==> config.mk <==
export PLATFORM = sky130hd
export DESIGN_NAME = ula_arbiter
export DESIGN_NICKNAME = d
export VERILOG_FILES = /design/src/rtl/ula_arbiter_pkg.sv /design/src/rtl/ula_arbiter_ula.sv /design/src/rtl/ula_arbiter.sv
export SDC_FILE = /design/constraint.sdc
export NUM_CORES = 1
export LEC_CHECK = 0
export ABC_AREA = 1
export CORE_MARGIN = 10
export CORE_UTILIZATION = 29
export CTS_CLUSTER_SIZE = 8
export DETAILED_ROUTE_END_ITERATION = 12
export REMOVE_ABC_BUFFERS = 1
export SLEW_MARGIN = 20
export SYNTH_ARGS = -nofsm -noshare
export SYNTH_HDL_FRONTEND = slang
export SYNTH_SLANG_ARGS = --single-unit
==> constraint.sdc <==
create_clock -name clk -period 9.81 [get_ports clk]
set_input_delay 0.981 -clock clk [delete_from_list [all_inputs] [get_ports clk]]
set_output_delay 0.981 -clock clk [all_outputs]
set_load 0.005 [all_outputs]
==> src/rtl/ula_arbiter_pkg.sv <==
// Shared opcode constants for the ula and the arbiter that fronts it.
// Codes 4'd15 is left undefined; the ula returns 0 for it.
package ula_arbiter_pkg;

   localparam logic [3:0] OP_ADD  = 4'd0;
   localparam logic [3:0] OP_SUB  = 4'd1;
   localparam logic [3:0] OP_AND  = 4'd2;
   localparam logic [3:0] OP_OR   = 4'd3;
   localparam logic [3:0] OP_XOR  = 4'd4;
   localparam logic [3:0] OP_NOR  = 4'd5;
   localparam logic [3:0] OP_SLT  = 4'd6;
   localparam logic [3:0] OP_SLTU = 4'd7;
   localparam logic [3:0] OP_SLL  = 4'd8;
   localparam logic [3:0] OP_SRL  = 4'd9;
   localparam logic [3:0] OP_SRA  = 4'd10;
   localparam logic [3:0] OP_SLLV = 4'd11;
   localparam logic [3:0] OP_SRLV = 4'd12;
   localparam logic [3:0] OP_SRAV = 4'd13;
   localparam logic [3:0] OP_JR   = 4'd14;

endpackage

==> src/rtl/ula_arbiter_ula.sv <==
// Combinational ula shared by the arbiter ports.
// Ports:
//   in1       operand 1; bits [4:0] are the shift amount for shift ops
//   in2       operand 2; the value being shifted for shift ops
//   op        opcode (see ula_arbiter_pkg)
//   result    32-bit result, 0 for undefined opcodes
//   zero_flag high when result is 0
module ula_arbiter_ula
   import ula_arbiter_pkg::*;
(
   input  logic [31:0] in1,
   input  logic [31:0] in2,
   input  logic [3:0]  op,
   output logic [31:0] result,
   output logic        zero_flag
);

   logic [4:0] shamt;
   assign shamt = in1[4:0];

   always_comb begin
      result = '0;
      case (op)
         OP_ADD:  result = in1 + in2;
         OP_SUB:  result = in1 - in2;
         OP_AND:  result = in1 & in2;
         OP_OR:   result = in1 | in2;
         OP_XOR:  result = in1 ^ in2;
         OP_NOR:  result = ~(in1 | in2);
         OP_SLT:  result = {31'b0, $signed(in1) < $signed(in2)};
         OP_SLTU: result = {31'b0, in1 < in2};
         OP_SLL,
         OP_SLLV: result = in2 << shamt;
         OP_SRL,
         OP_SRLV: result = in2 >> shamt;
         OP_SRA,
         OP_SRAV: result = 32'($signed(in2) >>> shamt);
         OP_JR:   result = in1;
         default: result = '0;
      endcase
   end

   assign zero_flag = (result == 32'd0);

endmodule

==> src/rtl/ula_arbiter.sv <==
// Two-port round-robin front end for a single ula. One transaction in
// flight; the registered result is returned on the owner's response port.
// Ports:
//   clk, rst_n                  clock, async active-low reset
//   reqN_valid/ready            request handshake, port N
//   reqN_in1/in2/op             operands and opcode, port N
//   rspN_valid/ready            response handshake, port N
//   rspN_result/zero            registered ula result and zero flag
//   busy                        a result is being held (RESP)
//   grant_cnt0/1                saturating grant counters
//
// state | meaning
// ------+-----------------------------------------------
// IDLE  | no result held; any single grant is accepted
// RESP  | result held for owner; new grant only as it retires
module ula_arbiter
   import ula_arbiter_pkg::*;
#(
   parameter int CNT_W     = 16,
   parameter bit INIT_PRIO = 1'b0
) (
   input  logic             clk,
   input  logic             rst_n,
   input  logic             req0_valid,
   output logic             req0_ready,
   input  logic [31:0]      req0_in1,
   input  logic [31:0]      req0_in2,
   input  logic [3:0]       req0_op,
   output logic             rsp0_valid,
   input  logic             rsp0_ready,
   output logic [31:0]      rsp0_result,
   output logic             rsp0_zero,
   input  logic             req1_valid,
   output logic             req1_ready,
   input  logic [31:0]      req1_in1,
   input  logic [31:0]      req1_in2,
   input  logic [3:0]       req1_op,
   output logic             rsp1_valid,
   input  logic             rsp1_ready,
   output logic [31:0]      rsp1_result,
   output logic             rsp1_zero,
   output logic             busy,
   output logic [CNT_W-1:0] grant_cnt0,
   output logic [CNT_W-1:0] grant_cnt1
);

   localparam logic [0:0] IDLE = 1'b0;
   localparam logic [0:0] RESP = 1'b1;

   logic [0:0]  state;
   logic        owner;
   logic        prio;
   logic        can_accept;
   logic        grant0, grant1;
   logic        acc0, acc1;
   logic [31:0] alu_in1, alu_in2, alu_result;
   logic [3:0]  alu_op;
   logic        alu_zero;

   assign can_accept = (state == IDLE) ||
                       (owner ? rsp1_ready : rsp0_ready);

   assign grant0 = req0_valid && (!req1_valid || !prio);
   assign grant1 = req1_valid && (!req0_valid ||  prio);

   // rst_n gating keeps ready low while reset is held, even though the
   // registered state already reads IDLE.
   assign req0_ready = rst_n && can_accept && grant0;
   assign req1_ready = rst_n && can_accept && grant1;

   assign acc0 = req0_valid && req0_ready;
   assign acc1 = req1_valid && req1_ready;

   assign alu_in1 = grant1 ? req1_in1 : req0_in1;
   assign alu_in2 = grant1 ? req1_in2 : req0_in2;
   assign alu_op  = grant1 ? req1_op  : req0_op;

   ula_arbiter_ula u_ula (
      .in1       (alu_in1),
      .in2       (alu_in2),
      .op        (alu_op),
      .result    (alu_result),
      .zero_flag (alu_zero)
   );

   assign busy = (state == RESP);

   always_ff @(posedge clk or negedge rst_n) begin
      if (!rst_n) begin
         state       <= IDLE;
         owner       <= 1'b0;
         prio        <= INIT_PRIO;
         rsp0_valid  <= 1'b0;
         rsp1_valid  <= 1'b0;
         rsp0_result <= '0;
         rsp1_result <= '0;
         rsp0_zero   <= 1'b0;
         rsp1_zero   <= 1'b0;
         grant_cnt0  <= '0;
         grant_cnt1  <= '0;
      end else if (acc0 || acc1) begin
         state      <= RESP;
         owner      <= acc1;
         prio       <= !acc1;
         rsp0_valid <= acc0;
         rsp1_valid <= acc1;
         if (acc0) begin
            rsp0_result <= alu_result;
            rsp0_zero   <= alu_zero;
            if (grant_cnt0 != {CNT_W{1'b1}})
               grant_cnt0 <= grant_cnt0 + 1'b1;
         end else begin
            rsp1_result <= alu_result;
            rsp1_zero   <= alu_zero;
            if (grant_cnt1 != {CNT_W{1'b1}})
               grant_cnt1 <= grant_cnt1 + 1'b1;
         end
      end else if ((state == RESP) && can_accept) begin
         state      <= IDLE;
         rsp0_valid <= 1'b0;
         rsp1_valid <= 1'b0;
      end
   end

endmodule
==> PnR_summary.wiki, run 1 <==
{| class="wikitable"
! Metric !! Value
|-
| Status || finished clean
|-
| Initial Util || 29.45%
|-
| Maximum single-stage delay on the critical path || 650 ps
|-
| Overflow left after global routing || 0
|-
| Reg-to-Reg End || rsp1_zero
|-
| Slew Limit Fails || 0
|-
| Reg2Reg Launch Point || prio
|-
| R2r worst-path depth || 26
|-
| Final core utilization || 35.62%
|-
| Multi-input combinational cell area || 11190 sq um
|-
| Post-route setup TNS || 0 ps
|-
| Crit. Startpoint || req1_valid
|-
| Clock Sinks || 103
|-
| Number of buffers inserted by post-CTS setup repair || 0
|-
| Critical Setup Path Class || input pin to flop
|-
| Tot GR Track Use || 23.43%
|-
| Residual antenna-violating net count after detailed routing || 0
|-
| Avg Cell Area, Syn || 5.516 sq um
|-
| Clock-pin slew of the registers on the worst-case setup and hold paths || 70 ps
|-
| Starting DRC count in detailed routing || 2387
|-
| Routed Wire Length || 77.44 mm
|-
| Final antenna diode count || 0
|-
| Type of the tightest min-delay check || flop to flop
|-
| Clock skew after layout || 8.485 ps
|-
| Worst-Skew Late Latency || 340 ps
|-
| Final Hold Vio Count || 0
|-
| Most frequent cell after synthesis || nand2_1
|-
| Number of placed cells counting well taps || 3654
|-
| Maximum number of pins on one net before global-route repair || 68
|-
| Minimum period implied by the final worst setup slack || 6068 ps
|-
| Post-synthesis to final-layout area growth || 20.93%
|-
| Fraction of registers with async set or reset after synthesis || 100.0%
|-
| Design Area, Final || 18790 sq um
|-
| Highest attainable clock frequency || 164.8 MHz
|-
| Core Footprint || 52760 sq um
|-
| Horizontal extent of the die || 251.5 microns
|-
| Maximum VDD drop || 0.1210 mV
|-
| Setup violations, final || 0
|-
| Most frequent cells after synthesis || 926 x nand2_1, 503 x nand3_1, 319 x inv_1
|-
| Cell area after synthesis || 15540 sq um
|-
| RSZ-0062 raised after global routing || no
|-
| Cell with the largest stage delay on the worst path || nand2_2
|-
| PortBufs || 244
|-
| Fraction of post-synthesis cell area in the top cell type by area || 22.37%
|-
| Number of vias per cell || 5.288
|-
| Total Die Area || 63240 sq um
|-
| Yosys synthesis warning count || 0
|-
| Sequential element share of the synthesized area || 16.59%
|-
| Pwr per Cell Area || 221.8 nW/um^2
|-
| Post-synth top area cell || nand2_1
|-
| Crit share post-route || 61.86%
|-
| Wire length per cell after detailed routing || 21.10 microns
|-
| Longest Clk Path Bufs || 2
|-
| First-pass iteration count of the detailed router || 9
|-
| Slew at the pin closest to its max-slew limit || 1136 ps
|-
| Biggest area contributors in the synthesized netlist || nand2_1 22%, dfrtp_1 17%, nand3_1 16%, ha_1 8.3%, inv_1 7.7%
|-
| Crit-path max FO || 23
|-
| Number of distinct library cells after synthesis || 55
|-
| Drt drc || 0
|-
| Root Buffer Master || clkbuf_16
|-
| Vertical die dimension || 251.5 microns
|-
| Clock H-tree levels || 3
|-
| Fillers || 6010
|-
| Antenna violations before repair || 1
|-
| Number of global-route vias before repair || 17800
|-
| Total via count in the routed design || 19410
|-
| Destination of the critical timing path || rsp1_zero
|-
| Total leakage power || 9.517 nW
|-
| Register bit count reported by yosys || 103
|-
| Cell Area, Placed || 18470 sq um
|-
| Cts bufs inserted || 9
|-
| Most numerous cell on the critical path || nand2_1
|-
| CP endpoint kind || flop
|-
| Number of top-level design ports || 245
|-
| Startpoint kind of the worst setup timing path || input pin
|-
| Placer Congestion || 1.038
|-
| First-pass GRT wire length || 114.6 mm
|-
| Number of nets in the layout || 3224
|-
| Total power || 0.004168 W
|-
| Data required time of the worst path || 10100 ps
|-
| Non-filler instance count after layout || 3670
|-
| Placement row count || 84
|-
| Post-synthesis cell count || 2817
|-
| Resized cells post-CTS || 0
|-
| Maxcap violations || 0
|-
| Number of enable-type register cells in the synthesized netlist || 0
|-
| DP HPWL || 62.37 mm
|-
| Relative slew margins || 24.16%
|-
| Critical path, cell by cell || clkdlybuf4s50_1, buf_4, nand2_2, nand2_2, buf_4, nand2_1, nand2_1, inv_1, ha_1, inv_1, nand3_1, o21ai_0, inv_1, nand2_1, nand2_1, a21oi_1, nor2_1, nor2_1, nand2_1, nor2_1, nand2_1, nor2_1, nand3_1, nand2_1
|-
| Fraction of layout instances using a drive strength above 1 || 2.985%
|-
| Primary flip-flop cell chosen by synthesis mapping || dfrtp_1
|-
| Register-to-register setup slack || 4320 ps
|-
| Total of hold buffers inserted after clock tree synthesis || 0
|-
| FF/Latch Area || 2577 sq um
|-
| Worst EP arrival || 6360 ps
|-
| CTS tree || done
|}
[report_power, final]
part	switching [W]	internal [W]	leakage [nW]
Clock	0.000160	0.000231	0.156
Combinational	0.00211	0.000999	8.04
Sequential	0.0000996	0.000574	1.32
[through the flow]
stage	hold WS (ps)	worst slack, ps
4_1_cts	483.3	3909
3_5_place_dp	464.8	3564
2_1_floorplan	463.9	3122
5_1_grt	506.8	3397
3_3_place_gp	461.2	3506
6_report	479.6	3742
[critical path: cells and delay by family]
| kind | cells | cell delay, ps |
|---|---|---|
| simple gates | 15 | 2740 |
| buf+inv | 6 | 1470 |
| compound gates | 2 | 660 |
| fa+ha+maj | 1 | 430 |
[flip-flops by register name, indices dropped and copies added, names as in the netlist]
name,cells
rsp0_result,32
rsp1_result,32
grant_cnt0,16
grant_cnt1,16
busy,1
owner,1
prio,1
rsp0_valid,1
rsp0_zero,1
rsp1_valid,1
rsp1_zero,1
[cell type report]
cell class                 count  share of cell area (%)
clock buffer                  11                   1.292
clock inverter                 5                  0.4328
inverter                     327                   6.532
multi-input combinational   2269                   59.54
sequential                   103                   13.72
tap                          688                   4.581
timing repair buffer         267                   13.90
[worst min-delay path by stage]
| stage | from | endpoint | slack [ps] | depth (start not counted) |
|---|---|---|---|---|
| floorplan | owner | owner | 460 | 2 |
| global placement | rsp1_result[20] | rsp1_result[20] | 460 | 2 |
| detailed placement | rsp1_result[8] | rsp1_result[8] | 460 | 2 |
| CTS | rsp1_result[8] | rsp1_result[8] | 480 | 2 |
| global route | rsp1_result[20] | rsp1_result[20] | 510 | 2 |
| finish | rsp1_result[8] | rsp1_result[8] | 480 | 2 |
[layout by cell type, fill, tap and decap left out, drive strengths merged, types with 2 or more instances in the layout]
cell type,Yosys,final
a21o,3,3
a21oi,103,103
a31oi,2,2
and2,6,6
and3,2,2
buf,65,24
bufinv,0,2
clkbuf,53,11
clkdlybuf4s50,0,243
clkinv,1,3
dfrtp,103,103
fa,2,2
ha,103,103
inv,326,326
nand2,940,940
nand3,504,504
nand3b,11,11
nand4,29,29
nor2,269,269
nor3,32,32
nor3b,3,3
o2111ai,4,4
o211ai,12,12
o21a,7,7
o21ai,165,165
o21bai,9,9
o22ai,7,7
or2,9,9
xnor2,10,10
xor2,27,27
[routing by layer]
metal	share of wire [%]	wire length, microns	global-route usage (%)
met1	43	33030	31.51
met2	44	33820	36.87
met3	9.7	7531	4.472
met4	4.0	3062	8.051
met5	0	0	0
[cell families after synthesis]
| group | Yosys count | share of synthesized area, % |
|---|---|---|
| AO/OA/AOI/OAI | 317 | 11.27 |
| buffers and inverters | 445 | 11.71 |
| adder cells (fa/ha/maj) | 105 | 8.551 |
| XOR/XNOR | 37 | 2.085 |
| AND/OR/NAND/NOR | 1808 | 49.66 |
| flip-flops | 103 | 16.59 |
| multiplexers | 2 | 0.1369 |
(Power assumes the default switching activity.)
==> run 2, diff against run 1 <==
==> constraint.sdc (replaced) <==
create_clock -name clk -period 5.7 [get_ports clk]
set_input_delay 0.57 -clock clk [delete_from_list [all_inputs] [get_ports clk]]
set_output_delay 0.57 -clock clk [all_outputs]
set_load 0.005 [all_outputs]
==> PnR_summary.wiki, run 2 (synthesis results as in run 1) <==
{| class="wikitable"
! Metric !! Value
|-
| Number of global-route vias before repair || 17930 (+0.74%)
|-
| Wire length per cell after detailed routing || 21.34 microns (+1.1%)
|-
| Clock H-tree levels || 3 (unchanged)
|-
| Fraction of layout instances using a drive strength above 1 || 4.613% (+1.6 points)
|-
| Status || finished clean
|-
| Tot GR Track Use || 24.09% (+0.66 points)
|-
| Type of the tightest min-delay check || input pin to asynchronous set/reset pin
|-
| Reg2Reg Launch Point || prio
|-
| Total of hold buffers inserted after clock tree synthesis || 0 (unchanged)
|-
| Vertical die dimension || 251.5 microns (unchanged)
|-
| Placement row count || 84 (unchanged)
|-
| Drt drc || 0 (unchanged)
|-
| Worst Hold Slack || 138.7 ps (-340.9 ps)
|-
| Routed Wire Length || 79.50 mm (+2.7%)
|-
| Minimum period implied by the final worst setup slack || 5183 ps
|-
| Residual antenna-violating net count after detailed routing || 0 (unchanged)
|-
| Most numerous cell on the critical path || nand2_1
|-
| Total via count in the routed design || 19510 (+0.54%)
|-
| Final worst slack || 516.7 ps (-3225 ps)
|-
| Placer Congestion || 1.094 (+5.4%)
|-
| Largest registers || rsp0_result x32, rsp1_result x32
|-
| Maximum VDD drop || 0.1926 mV (+59%)
|-
| Leading cell type in the layout, fill and taps excluded || nand2_1
|-
| Final Hold Vio Count || 0 (unchanged)
|-
| Pre-CTS setup slack || 368.1 ps (-3196 ps)
|-
| Total leakage power || 9.763 nW (+2.6%)
|-
| Total Die Area || 63240 sq um (unchanged)
|-
| Clock Sinks || 103 (unchanged)
|-
| Post-route setup TNS || 0 ps (unchanged)
|-
| Root Buffer Master || clkbuf_16
|-
| Maximum number of pins on one net before global-route repair || 78 (+15%)
|-
| CTS tree || done
|-
| Crit-path max FO || 19 (-17%)
|-
| Startpoint kind of the worst setup timing path || input pin
|-
| Non-filler instance count after layout || 3725 (+1.5%)
|-
| Clock skew after layout || 9.452 ps (+0.9675 ps)
|-
| Horizontal extent of the die || 251.5 microns (unchanged)
|-
| Longest Clk Path Bufs || 2 (unchanged)
|-
| Worst-Skew Late Latency || 340 ps (about the same)
|-
| Slew at the pin closest to its max-slew limit || 989.9 ps (-146.5 ps)
|-
| Critical path, cell by cell || clkdlybuf4s50_1, nand2_2, nand2_2, buf_4, nand2_1, nand2_1, nand2_1, nand3_1, nor2_1, nand3_1, nand2_1, o21ai_0, nand2_1, nor2_1, buf_4, nand2_1, nor2_1, nand2_1, nor2_1, nand3_1, nand2_1
|-
| Initial Util || 29.45% (unchanged)
|-
| R2r worst-path depth || 23 (-12%)
|-
| Slew Limit Fails || 0 (unchanged)
|-
| Overflow left after global routing || 0 (unchanged)
|-
| Commonest cells after routing, fill and taps aside || 925 x nand2_1, 503 x nand3_1, 319 x inv_1
|-
| Number of top-level design ports || 245 (unchanged)
|-
| Post-synthesis to final-layout area growth || 23.43%
|-
| Number of buffers inserted by post-CTS setup repair || 0 (unchanged)
|-
| Crit share post-route || 90.93%
|-
| Relative slew margins || 34.01% (+9.8 points)
|-
| Register-to-register setup slack || 980 ps (-3340 ps)
|-
| First-pass iteration count of the detailed router || 6 (-3)
|-
| Number of vias per cell || 5.238 (-0.95%)
|-
| Clock-pin slew of the registers on the worst-case setup and hold paths || 70 ps (about the same)
|-
| Antenna violations before repair || 3 (+2)
|-
| Resized cells post-CTS || 0 (unchanged)
|-
| Maxcap violations || 0 (unchanged)
|-
| Reg-to-Reg End || rsp1_zero
|-
| Worst EP arrival || 5470 ps (-890 ps)
|-
| Critical Setup Path Class || input pin to flop
|-
| Number of nets in the layout || 3277 (+1.6%)
|-
| Setup violations, final || 0 (unchanged)
|-
| Highest attainable clock frequency || 192.9 MHz
|-
| Pwr per Cell Area || 377.7 nW/um^2 (+70%)
|-
| Starting DRC count in detailed routing || 2688 (+13%)
|-
| First-pass GRT wire length || 116.7 mm (+1.8%)
|-
| Total power || 0.007244 W (+74%)
|-
| DP HPWL || 64.75 mm (+3.8%)
|-
| Crit. Startpoint || req1_valid
|-
| Cell with the largest stage delay on the worst path || clkdlybuf4s50_1
|-
| RSZ-0062 raised after global routing || no
|-
| Data required time of the worst path || 5980 ps (-4120 ps)
|-
| Core Footprint || 52760 sq um (unchanged)
|-
| Cts bufs inserted || 9 (unchanged)
|-
| Number of placed cells counting well taps || 3707 (+1.5%)
|-
| PortBufs || 244 (unchanged)
|-
| CP endpoint kind || flop
|-
| Maximum single-stage delay on the critical path || 670 ps (+20 ps)
|}
[run 2: changes by cell type in the layout (fill, tap and decap cells not counted), moves of 2 or more]
cell       before  now
buf_12          0    4
buf_4          24   73
bufinv_16       2    0
diode_2         0    2
[run 2: final cells by class]
class,count,area (sq um)
Fill cell,5989,33580
Multi-Input combinational cell,2269,11180
Timing Repair Buffer,320,3060
Sequential cell,103,2577
Inverter,327,1227
Tap cell,688,860.8
Clock buffer,11,232.7
Clock inverter,5,35.03
Antenna cell,2,5.005
[run 2: through the flow]
step                util [%]  area, sq um
detailed placement     35.84        18910
finish                 36.35        19180
global placement       35.84        18910
global route           36.35        19180
floorplan                  -        14950
CTS                    36.35        19180
[run 2: worst max-delay path: cells and delay by family]
family / cells / cell delay (ps)
AOI/OAI and AO/OA: 1 / 610
and+or+nand+nor: 17 / 3040
buffers and inverters: 3 / 1200
[run 2: power breakdown]
group	leakage [nW]	switching (W)	internal, W
Combinational	8.31	0.00367	0.00184
Sequential	1.32	0.000177	0.000988
Clock	0.129	0.000268	0.000297
[run 2: routing by layer]
metal	GRT usage [%]	wire length [microns]	share of wire (%)
met1	32.55	33820	43
met2	37.80	34690	44
met3	4.400	7817	9.8
met4	8.431	3164	4.0
met5	0	13	0.016
[run 2: worst max-delay path by stage]
stage | to | slack [ps] | cells past startpoint
floorplan | rsp0_zero | -580 | 25
global placement | rsp0_zero | 340 | 27
detailed placement | rsp0_zero | 370 | 27
CTS | rsp0_zero | 720 | 25
global route | rsp0_zero | 250 | 25
finish | rsp1_zero | 520 | 21
